[config.mk]
export PLATFORM = sky130hd
export DESIGN_NAME = uart_cmd_slave
export DESIGN_NICKNAME = d
export VERILOG_FILES = /design/src/rtl/comm_pkg.sv /design/src/rtl/uart_byte_rx.sv /design/src/rtl/uart_cmd_slave.sv
export SDC_FILE = /design/constraint.sdc
export NUM_CORES = 1
export LEC_CHECK = 0
export BUFFER_PORTS_ARGS = -buffer_cell sky130_fd_sc_hd__buf_2
export CORE_ASPECT_RATIO = 1.25
export CORE_MARGIN = 4
export CORE_UTILIZATION = 30
export DETAILED_ROUTE_END_ITERATION = 12
export PLACE_DENSITY = 0.53
export SYNTH_ARGS = -nofsm -noshare
export SYNTH_HDL_FRONTEND = slang
export SYNTH_SLANG_ARGS = --single-unit
[constraint.sdc]
create_clock -name clk -period 8.75 [get_ports clk]
set_clock_uncertainty 0.15 [all_clocks]
set_input_delay 1.3125 -clock clk [delete_from_list [all_inputs] [get_ports clk]]
set_output_delay 1.3125 -clock clk [all_outputs]
set_load 0.01 [all_outputs]
[src/rtl/comm_pkg.sv]
// Shared types and constants for the copter-side command link.
// Frame format on the wire: cmd, data[15:8], data[7:0], each a standard 8N1 byte.
package comm_pkg;

  typedef enum logic [1:0] {RX_IDLE, RX_START, RX_DATA, RX_STOP} rx_state_t;
  typedef enum logic [1:0] {WAIT_CMD, WAIT_HI, WAIT_LO} frm_state_t;
  typedef enum logic {TX_IDLE, TX_SHIFT} tx_state_t;

  localparam int   FRAME_BYTES = 3;
  localparam logic START_BIT   = 1'b0;
  localparam logic STOP_BIT    = 1'b1;

  localparam logic [7:0] BATT_CMD = 8'h01;
  localparam logic [7:0] POS_ACK  = 8'hA5;

endpackage

[src/rtl/uart_byte_rx.sv]
// Single-byte UART receiver: RX synchroniser, start-bit qualification,
// mid-bit sampling of 8 data bits (LSB first) and stop-bit check.
module uart_byte_rx
  import comm_pkg::*;
#(
  parameter int BAUD_DIV = 2604
) (
  input  logic       clk,
  input  logic       rst,
  input  logic       rx,
  output logic [7:0] rx_byte,
  output logic       rx_byte_rdy,
  output logic       rx_err,
  output logic       rx_idle
);

  localparam int BW = $clog2(BAUD_DIV);
  localparam logic [BW-1:0] HALF_M1 = BW'(BAUD_DIV / 2 - 1);
  localparam logic [BW-1:0] FULL_M1 = BW'(BAUD_DIV - 1);

  logic          rx_meta_q, rx_sync_q, rx_prev_q;
  rx_state_t     state_q, state_d;
  logic [BW-1:0] baud_q, baud_d;
  logic [2:0]    bit_q, bit_d;
  logic [7:0]    shreg_q, shreg_d;
  logic          rdy_q, rdy_d;
  logic          err_q, err_d;

  always_comb begin
    state_d = state_q;
    baud_d  = baud_q + 1'b1;
    bit_d   = bit_q;
    shreg_d = shreg_q;
    rdy_d   = 1'b0;
    err_d   = 1'b0;
    case (state_q)
      RX_IDLE: begin
        baud_d = '0;
        if (rx_prev_q && !rx_sync_q) state_d = RX_START;
      end
      RX_START: begin
        // A line that is high again at mid start bit was only a glitch.
        if (baud_q == HALF_M1) begin
          baud_d  = '0;
          bit_d   = '0;
          state_d = rx_sync_q ? RX_IDLE : RX_DATA;
        end
      end
      RX_DATA: begin
        if (baud_q == FULL_M1) begin
          baud_d  = '0;
          shreg_d = {rx_sync_q, shreg_q[7:1]};
          bit_d   = bit_q + 1'b1;
          if (bit_q == 3'd7) state_d = RX_STOP;
        end
      end
      RX_STOP: begin
        if (baud_q == FULL_M1) begin
          baud_d  = '0;
          state_d = RX_IDLE;
          if (rx_sync_q == STOP_BIT) rdy_d = 1'b1;
          else                       err_d = 1'b1;
        end
      end
      default: state_d = RX_IDLE;
    endcase
  end

  always_ff @(posedge clk or posedge rst) begin
    if (rst) begin
      rx_meta_q <= 1'b1;
      rx_sync_q <= 1'b1;
      rx_prev_q <= 1'b1;
      state_q   <= RX_IDLE;
      baud_q    <= '0;
      bit_q     <= '0;
      shreg_q   <= '0;
      rdy_q     <= 1'b0;
      err_q     <= 1'b0;
    end else begin
      rx_meta_q <= rx;
      rx_sync_q <= rx_meta_q;
      rx_prev_q <= rx_sync_q;
      state_q   <= state_d;
      baud_q    <= baud_d;
      bit_q     <= bit_d;
      shreg_q   <= shreg_d;
      rdy_q     <= rdy_d;
      err_q     <= err_d;
    end
  end

  assign rx_byte     = shreg_q;
  assign rx_byte_rdy = rdy_q;
  assign rx_err      = err_q;
  assign rx_idle     = (state_q == RX_IDLE);

endmodule

[src/rtl/uart_cmd_slave.sv]
// Copter-side command link: assembles 3-byte RX frames into cmd/data with a
// sticky cmd_rdy, and serialises one response byte at a time on TX.
module uart_cmd_slave
  import comm_pkg::*;
#(
  parameter int BAUD_DIV = 2604,
  parameter int TMO_BITS = 40
) (
  input  logic        clk,
  input  logic        rst,
  input  logic        RX,
  output logic        TX,
  output logic [7:0]  cmd,
  output logic [15:0] data,
  output logic        cmd_rdy,
  input  logic        clr_cmd_rdy,
  input  logic [7:0]  resp,
  input  logic        snd_resp,
  output logic        tx_busy,
  output logic        resp_sent,
  output logic        frm_err
);

  localparam int BW        = $clog2(BAUD_DIV);
  localparam int TMO_LIMIT = TMO_BITS * BAUD_DIV;
  localparam int TW        = $clog2(TMO_LIMIT + 1);
  localparam logic [BW-1:0] FULL_M1 = BW'(BAUD_DIV - 1);
  localparam logic [TW-1:0] TMO_MAX = TW'(TMO_LIMIT);

  logic [7:0] rx_byte;
  logic       rx_byte_rdy, rx_err, rx_idle;

  uart_byte_rx #(.BAUD_DIV(BAUD_DIV)) u_rx (
    .clk         (clk),
    .rst         (rst),
    .rx          (RX),
    .rx_byte     (rx_byte),
    .rx_byte_rdy (rx_byte_rdy),
    .rx_err      (rx_err),
    .rx_idle     (rx_idle)
  );

  frm_state_t  frm_q, frm_d;
  logic [7:0]  shadow_cmd_q, shadow_cmd_d;
  logic [7:0]  shadow_hi_q, shadow_hi_d;
  logic [7:0]  cmd_q, cmd_d;
  logic [15:0] data_q, data_d;
  logic        cmd_rdy_q, cmd_rdy_d;
  logic [TW-1:0] idle_q, idle_d;
  logic        tmo_q, tmo_d;

  always_comb begin
    frm_d        = frm_q;
    shadow_cmd_d = shadow_cmd_q;
    shadow_hi_d  = shadow_hi_q;
    cmd_d        = cmd_q;
    data_d       = data_q;
    cmd_rdy_d    = clr_cmd_rdy ? 1'b0 : cmd_rdy_q;
    idle_d       = '0;
    tmo_d        = 1'b0;
    if (rx_err) begin
      frm_d = WAIT_CMD;
    end else if (rx_byte_rdy) begin
      case (frm_q)
        WAIT_CMD: begin
          shadow_cmd_d = rx_byte;
          cmd_rdy_d    = 1'b0;
          frm_d        = WAIT_HI;
        end
        WAIT_HI: begin
          shadow_hi_d = rx_byte;
          frm_d       = WAIT_LO;
        end
        WAIT_LO: begin
          // Completion is assigned last so it beats a same-cycle clear.
          cmd_d     = shadow_cmd_q;
          data_d    = {shadow_hi_q, rx_byte};
          cmd_rdy_d = 1'b1;
          frm_d     = WAIT_CMD;
        end
        default: frm_d = WAIT_CMD;
      endcase
    end else if (frm_q != WAIT_CMD && rx_idle) begin
      if (idle_q == TMO_MAX) begin
        tmo_d = 1'b1;
        frm_d = WAIT_CMD;
      end else begin
        idle_d = idle_q + 1'b1;
      end
    end
  end

  tx_state_t     tx_state_q, tx_state_d;
  logic [9:0]    tx_shreg_q, tx_shreg_d;
  logic [BW-1:0] tx_baud_q, tx_baud_d;
  logic [3:0]    tx_bit_q, tx_bit_d;
  logic          resp_sent_q, resp_sent_d;

  always_comb begin
    tx_state_d  = tx_state_q;
    tx_shreg_d  = tx_shreg_q;
    tx_baud_d   = tx_baud_q;
    tx_bit_d    = tx_bit_q;
    resp_sent_d = 1'b0;
    case (tx_state_q)
      TX_IDLE: begin
        if (snd_resp) begin
          tx_state_d = TX_SHIFT;
          tx_shreg_d = {STOP_BIT, resp, START_BIT};
          tx_baud_d  = '0;
          tx_bit_d   = '0;
        end
      end
      TX_SHIFT: begin
        tx_baud_d = tx_baud_q + 1'b1;
        if (tx_baud_q == FULL_M1) begin
          // Ones shift in from the top so the line rests high when done.
          tx_baud_d  = '0;
          tx_shreg_d = {1'b1, tx_shreg_q[9:1]};
          if (tx_bit_q == 4'd9) begin
            tx_state_d  = TX_IDLE;
            resp_sent_d = 1'b1;
          end else begin
            tx_bit_d = tx_bit_q + 1'b1;
          end
        end
      end
      default: tx_state_d = TX_IDLE;
    endcase
  end

  always_ff @(posedge clk or posedge rst) begin
    if (rst) begin
      frm_q        <= WAIT_CMD;
      shadow_cmd_q <= '0;
      shadow_hi_q  <= '0;
      cmd_q        <= '0;
      data_q       <= '0;
      cmd_rdy_q    <= 1'b0;
      idle_q       <= '0;
      tmo_q        <= 1'b0;
      tx_state_q   <= TX_IDLE;
      tx_shreg_q   <= '1;
      tx_baud_q    <= '0;
      tx_bit_q     <= '0;
      resp_sent_q  <= 1'b0;
    end else begin
      frm_q        <= frm_d;
      shadow_cmd_q <= shadow_cmd_d;
      shadow_hi_q  <= shadow_hi_d;
      cmd_q        <= cmd_d;
      data_q       <= data_d;
      cmd_rdy_q    <= cmd_rdy_d;
      idle_q       <= idle_d;
      tmo_q        <= tmo_d;
      tx_state_q   <= tx_state_d;
      tx_shreg_q   <= tx_shreg_d;
      tx_baud_q    <= tx_baud_d;
      tx_bit_q     <= tx_bit_d;
      resp_sent_q  <= resp_sent_d;
    end
  end

  assign TX        = tx_shreg_q[0];
  assign cmd       = cmd_q;
  assign data      = data_q;
  assign cmd_rdy   = cmd_rdy_q;
  assign tx_busy   = (tx_state_q == TX_SHIFT);
  assign resp_sent = resp_sent_q;
  assign frm_err   = rx_err | tmo_q;

endmodule

* Word-level counts from Yosys, hierarchy flattened *
Index checks and enable logic that the tools add are counted.
W data, S select, Z words.

word-level totals
  logic and storage cells = 121
  input port bits = 13
  ROM bits = 0
  register bits = 119
  output and inout bits = 29
  latch bits = 0
  memories kept = 0
  memory bits (writable) = 0

cells by class
  shifts and indexed selects = 0
  $add $sub $neg = 5
  eq/ne operators = 19
  reduce and logical (&&, ||, !) cells = 19
  div/mod/pow operators = 0
  $lt $le $gt $ge = 0
  $mul = 0
  bitwise logic cells = 3
  mux-type cells = 53

operators by type and width
  kind                     count
  $mux W17                 4
  $mux W12                 4
  $pmux W12 S3             1
  $add A12 B1 Y12 const B  2
  $eq A12 B12 Y1 const B   2
  $pmux W12 S2             1
  $mux W10                 2
  $mux W2                  10
  $pmux W10 S2             1
  $mux W1                  19
  $add A17 B1 Y17 const B  1
  $eq A17 B17 Y1 const B   1
  $reduce_and A3 Y1        5
  $eq A12 B11 Y1 const B   1
  $mux W4                  3
  $ne A2 B1 Y1 const B     6
  $pmux W2 S4              1
  $pmux W4 S2              1
  $eq A2 B2 Y1 const B     3
  $mux W3                  2
  $pmux W3 S2              1
  $reduce_and A2 Y1        3
  $reduce_bool A3 Y1       2
  $reduce_and A5 Y1        1
  15 further kinds         22

* Logic depth before layout (Yosys ltp) *
Gate-level depths: netlist of the first run.

  depth in word-level cells = 5
  depth in mapped cells = 8
  gate-level depth less buffers = 7

* By module *
Synthesis of the first run repeated with hierarchy kept, for this count alone.

unflattened totals
  cell total of the unflattened synthesis = 460
  area, all modules = 5351.4 um^2

modules (own cells, without submodules)
  module          area each (um^2)  seq. area each (um^2)  cells an instance  instances
  uart_cmd_slave  3961.3            2213.4                 342                1
  uart_byte_rx    1390.1            754.5                  118                1

* Least setup slack after synthesis of the first run *
No wires, ideal clock.

  kind = input to register
  start = input snd_resp
  end = register tx_baud_q[4]
  path buffers = 1
  slack = 6.558 ns
  cell stages on the path = 4
  library setup time = 0.095 ns
  arrival = 1.946 ns
  required time = 8.505 ns
  path through = nor2_1 clkbuf_1 o21ai_0 o31ai_1

on the way
  word-level cells in the longest chain between the ends = 1

ends and longest elaborated chain
  what                           RTL line               text
  start: declaration             uart_cmd_slave.sv:18   input logic snd_resp,
  $ne A2 B2 Y1 (no source line)  n/a
  end signal: assignment         uart_cmd_slave.sv:158  tx_baud_q <= tx_baud_d;
  end: declaration               uart_cmd_slave.sv:95   logic [BW-1:0] tx_baud_q, tx_baud_d;

Every way passes these cells.
A chain may end at the register's enable or synchronous reset.

* Worst setup path after layout of the first run *
  start = register tx_state_q, in the netlist tx_busy
  end = output tx_busy

RTL lines
  what                      RTL line               text
  start: declaration        uart_cmd_slave.sv:93   tx_state_t tx_state_q, tx_state_d;
  start signal: assignment  uart_cmd_slave.sv:156  tx_state_q <= tx_state_d;
  end: declaration          uart_cmd_slave.sv:19   output logic tx_busy,

No word-level cell between the ends.

==> impl_results.md, run 1 <==
* Worst Slack Setup Final at 5.60 ns
* Ant diodes at 0
* Post-Syn Area at 5430 sq um
* Critical Path Max Stage Delay at 1.00 ns
* DRT antenna net count at 0
* Netlist cell types at 55
* Port Buffers at 41
* Syn. warnings at 0
* CP max stage cell: dfrtp_1
* CP Max Fanout at 32
* Clock Latency Late Sink at 0.40 ns
* Setup TNS at 0 ns
* Clock Tree Root: clkbuf_16
* Layout cell share with drive strength beyond 1 at 0.288
* First-pass iteration count of the detailed router at 4
* Area Growth Syn to Fin at 18.8%
* Reg area at 2970 sq um
* Fin crit period at 3.15 ns
* First-pass GRT wire length at 18.2 mm
* Number of flops mapped to enable cells by yosys at 0
* Row count at 54
* CP Class: reg -> out
* Largest net degree at the start of global routing at 79
* Launch point of the worst path: tx_busy$_DFF_PP0_
* Placement Setup Slack at 5.74 ns
* Routability cong. at 0.766
* Area used by multi-input combinational logic at 2320 sq um
* Sequential power share at 0.416
* CP bufs+invs at 1
* Initial antenna violation count at 0
* Int Power at 1.12 mW
* Most common cell after layout, fill and taps aside: dfrtp_1
* GR Util met3 at 0.0332
* Detailed Route WL at 10.3 mm
* Fillers at 1685
* Reg2reg start: u_rx.rx_err$_DFF_PP0_
* Final Slew Violations at 0
* CP Depth at 1
* Combinational Power Share at 0.119
* Ys async rst share at 1.00
* Commonest cells after routing, fill and taps aside: dfrtp_1 (106), mux2_2 (47), nor2_1 (46)
* Total Routing Usage GR at 0.111
* RSZ-0062 raised after global routing: false
* Critical path data arrival time at 1.68 ns
* Clock power frac at 0.465
* Initial Utilization at 0.308
* Die W at 128 um
* Clk buf depth at 2
* Busiest grt layer: met2
* Final hold violation count at 0
* Mapped Nets at 487
* Hold Buf Count CTS at 0
* CTS buffer count at 17
* F_max at 0.318 GHz
* DP Wirelength at 6.78 mm
* Post-CTS resize count at 0
* Total gr overflow at 0
* DR WL/cell at 13.8 um
* Worst Min Path Start: u_rx.rx_sync_q$_DFF_PP1_
* Die height at 158 um
* Setup violations, final at 0
* Placed Cells at 711
* Via count at 3510
* CTS Sinks at 118
* Worst setup SP type: flip-flop
* Worst path required time at 7.29 ns
* Layout Cells excl Fill at 742
* Post-CTS setup buffers at 0
* Worst path top cell family by delay: flip-flops
* VDD IR max at 0.123 mV
* Core area at 17600 sq um
* Slew HR at 0.251
* Period utilization at 0.360
* Synth Register Bits at 118
* Post-synthesis cell count at 461
* Max Cap Viol at 0
* GR met2 Demand/Resource at 0.180
* Measured slew at the worst slew-check pin at 1.12 ns
* DRC at 0
* CP cell instances: buf_2
* Mean Syn Cell Area at 11.8 sq um
* Layout Nets at 532
* TritonCTS clock tree: yes
* Vias per cell at 4.73
* Min Hold Slack at 0.225 ns
* Switching power share of the total at 0.260
* DR iter-0 viols at 120
* CP endpoint kind: output pin
* Ports at 42
* Clk slew on worst S/H paths at 0.06 ns
* Sequential cell area fraction in the yosys report at 0.547
* Most common flop cell mapped by yosys: dfrtp_1
* Pwr/cell area at 235 nW/um^2
* Leakage power at 3.02 nW
* Die Area at 20300 sq um
* Worst Hold Class: reg -> reg
* P_sw at 0.394 mW
* Number of global-route vias before repair at 3645
* Met1 GRT Util at 0.141
* WHS Path Cells at 0
* CTS H-tree lvls at 4
* Status: completed
* FF-to-FF path depth at 3
[cells by family (layout without fill, tap and decap cells)]
family                     count (synthesis)  after routing  share of synthesized area
DFF                                      118            118                      0.547
and+or+nand+nor                          162            162                      0.171
adders and majority gates                 13             13                     0.0300
buffers and inverters                     30             87                     0.0270
muxes                                     50             50                      0.103
AOI/OAI and AO/OA                         57             57                     0.0724
xor gates and xnor gates                  31             31                     0.0500
[power groups by stage]
stage	clock network [mW]	registers [mW]	logic (mW)
2_1_floorplan	0	0.628	0.152
3_3_place_gp	0	0.638	0.175
3_5_place_dp	0	0.638	0.184
4_1_cts	0.724	0.630	0.183
5_1_grt	0.752	0.639	0.206
6_report	0.706	0.631	0.180
[final cells by class]
cell class                 instances  area share
sequential                       118       0.460
multi-input combinational        313       0.360
clock buffer                      19      0.0703
tap                              224      0.0435
timing repair buffer              43      0.0342
clock inverter                    12      0.0239
inverter                          13     0.00796
[stage by stage]
stage                     power (mW)  instance area, sq um   util
final                           1.52                  6450  0.366
after global routing            1.60                  6450  0.366
after global placement         0.813                  5840  0.331
after floorplan                0.780                  5430      -
after detailed placement       0.822                  5840  0.331
after CTS                       1.54                  6450  0.366
[metal layers]
| layer | vias to the layer above | share of wire |
|---|---|---|
| met5 | - | 0 |
| met2 | 59 | 0.49 |
| met3 | 10 | 0.037 |
| met1 | 1745 | 0.46 |
| li1 | 1696 | - |
| met4 | 0 | 0.013 |
[cells in the mapped netlist, types with 5 or more instances]
library cell | count | area [sq um]
dfrtp_1 | 106 | 2650
mux2_2 | 47 | 529
nor2_1 | 46 | 173
nand2_1 | 29 | 109
nand3_1 | 21 | 105
xor2_1 | 20 | 175
o21ai_1 | 18 | 90.1
ha_1 | 13 | 163
inv_1 | 13 | 48.8
dfstp_2 | 12 | 315
xnor2_1 | 11 | 96.3
a21oi_1 | 10 | 50.1
o21ai_0 | 9 | 45.0
and3b_1 | 7 | 61.3
nand4_1 | 7 | 43.8
nor3b_1 | 7 | 52.6
buf_2 | 6 | 30.0
clkbuf_1 | 6 | 22.5
a21o_1 | 5 | 37.5
and3_1 | 5 | 31.3
[state kept, by name (all words and copies together) (netlist names), 2 cells and up, named ones only]
name          count
cmd               8
data             16
frm_q             2
idle_q           17
shadow_cmd_q      8
shadow_hi_q       8
tx_baud_q        12
tx_bit_q          4
tx_shreg_q        9
u_rx.baud_q      12
u_rx.bit_q        3
u_rx.rx_byte      8
[worst paths after layout]
path	slack, ns	end
max	5.60	tx_busy
min	0.22	u_rx.rx_prev_q$_DFF_PP1_
max reg2reg	6.27	data[14]$_DFFE_PP0P_
min reg2reg	0.22	u_rx.rx_prev_q$_DFF_PP1_
max in group asynchronous	6.29	tmo_q$_DFF_PP0_
min in group asynchronous	0.81	tx_bit_q[0]$_DFFE_PP0P_
No activity file was read; power rests on OpenSTA's default activity.
==> run 2, diff against run 1 <==
==> constraint.sdc (replaced) <==
create_clock -name clk -period 3.09 [get_ports clk]
set_clock_uncertainty 0.15 [all_clocks]
set_input_delay 0.4635 -clock clk [delete_from_list [all_inputs] [get_ports clk]]
set_output_delay 0.4635 -clock clk [all_outputs]
set_load 0.01 [all_outputs]
==> impl_results.md, run 2 (synthesis results as in run 1) <==
* Max reg flops at 17
* Row count at 54
* Clk buf depth at 2
* Routability cong. at 0.790
* Post-CTS resize count at 0
* Clock Tree Root: clkbuf_16
* Area after DPL at 5890 sq um
* Pwr Total at 4.30 mW
* Worst Hold Class: in -> async
* Biggest register: idle_q
* Launch point of the worst path: u_rx.rx_err$_DFF_PP0_
* Die W at 128 um
* Total gr overflow at 0
* Clk slew on worst S/H paths at 0.06 ns
* Total Routing Usage GR at 0.109
* DRC at 0
* Final Slew Violations at 0
* Leakage power at 3.05 nW
* CP max stage cell: nor2b_1
* Measured slew at the worst slew-check pin at 0.947 ns
* Worst path required time at 3.23 ns
* Via count at 3533
* Met1 WL at 4.64 mm
* Area Growth Syn to Fin at 19.8%
* Fin crit period at 2.21 ns
* VDD IR max at 0.319 mV
* Min Hold Slack at 0.107 ns
* CTS buffer count at 17
* DP Wirelength at 7.02 mm
* Setup TNS at 0 ns
* Die height at 158 um
* TritonCTS clock tree: yes
* Detailed Route WL at 10.3 mm
* Setup violations, final at 0
* CTS Sinks at 118
* CTS H-tree lvls at 4
* Routed wl met2 at 5.13 mm
* Metal3 WL at 346 um
* Max Used Layer: met4
* Commonest cells after routing, fill and taps aside: dfrtp_1 (106), mux2_2 (47), nor2_1 (46)
* Ports at 42
* Initial Utilization at 0.308
* CP cell instances: nor3b_1, nor2b_1, mux2_2
* Critical path data arrival time at 2.35 ns
* Vias per cell at 4.73
* Slew HR at 0.368
* First-pass iteration count of the detailed router at 4
* CP Class: reg -> reg
* Layout cell share with drive strength beyond 1 at 0.293
* Fin area at 6500 sq um
* DR WL/cell at 13.8 um
* Die Area at 20300 sq um
* CP endpoint kind: flip-flop
* Final hold violation count at 0
* Critical Path Max Stage Delay at 0.75 ns
* Fillers at 1717
* CP Max Fanout at 9
* Placed Cells at 714
* Layout Nets at 536
* F_max at 0.452 GHz
* Initial antenna violation count at 0
* Status: completed
* Clock Latency Late Sink at 0.41 ns
* Number of global-route vias before repair at 3698
* Max Cap Viol at 0
* Worst setup SP type: flip-flop
* Period utilization at 0.717
* RSZ-0062 raised after global routing: false
* Core area at 17600 sq um
* Pwr/cell area at 662 nW/um^2
* Port Buffers at 41
* Most common cell after layout, fill and taps aside: dfrtp_1
* Ant diodes at 0
* DR iter-0 viols at 130
* Largest net degree at the start of global routing at 43
* First-pass GRT wire length at 18.1 mm
* Layout Cells excl Fill at 747
* Reg2reg start: u_rx.rx_err$_DFF_PP0_
* DRT antenna net count at 0
## run 2: cell count changes in the layout (fill, tap and decap cells not counted), moves of 2 or more
cell      before  now
inv_6          0    9
clkinv_2       3    0
buf_12         0    2
clkbuf_8       2    0
clkinv_4       3    1
inv_8          0    2
## run 2: metal layers
layer	track usage	up-vias
met5	0	-
met4	0.0410	0
met3	0.0262	14
met2	0.185	62
met1	0.135	1741
li1	-	1716
## run 2: worst max-delay path: cells and delay by family, from the launching register on
kind             cells  cell delay (ns)
AND/OR/NAND/NOR      2             1.12
flip-flops           1             0.41
multiplexers         1             0.41
## run 2: area by class of cell
| class | count | area, sq um | share of cell area |
|---|---|---|---|
| sequential | 118 | 2970 | 0.456 |
| multi-input combinational | 313 | 2320 | 0.357 |
| clock buffer | 17 | 425 | 0.0654 |
| tap | 224 | 280 | 0.0431 |
| timing repair buffer | 47 | 278 | 0.0427 |
| clock inverter | 15 | 178 | 0.0273 |
| inverter | 13 | 52.6 | 0.00808 |
## run 2: per-stage QoR
| stage | worst slack, ns | util |
|---|---|---|
| final | 0.876 | 0.369 |
| after global placement | 0.911 | 0.334 |
| after CTS | 0.763 | 0.369 |
| after global routing | 0.661 | 0.369 |
| after floorplan | 1.04 | - |
| after detailed placement | 0.776 | 0.334 |
## run 2: timing repair
item	in CTS	in global routing
buffers inserted	0	0
hold endpoints to repair	1	0
hold buffers	1	0
## run 2: final timing paths
path,endpoint,slack [ns],depth (start not counted)
hold / removal,tx_bit_q[2]$_DFFE_PP0P_,0.11,2
setup / recovery,shadow_cmd_q[6]$_DFFE_PP0P_,0.88,3
max in group asynchronous,tx_shreg_q[3]$_DFFE_PP1P_,1.95,3
setup reg to reg,shadow_cmd_q[6]$_DFFE_PP0P_,0.88,3
hold reg to reg,u_rx.rx_sync_q$_DFF_PP1_,0.23,0
min in group clk,cmd_rdy$_DFF_PP0_,0.15,3
## run 2: where the power goes
group          total, mW  switching, mW  leakage, nW  internal [mW]
logic              0.517          0.304         1.18          0.213
clock network       2.00          0.779        0.295           1.22
registers           1.79          0.116         1.58           1.67
total               4.30           1.20         3.05           3.10
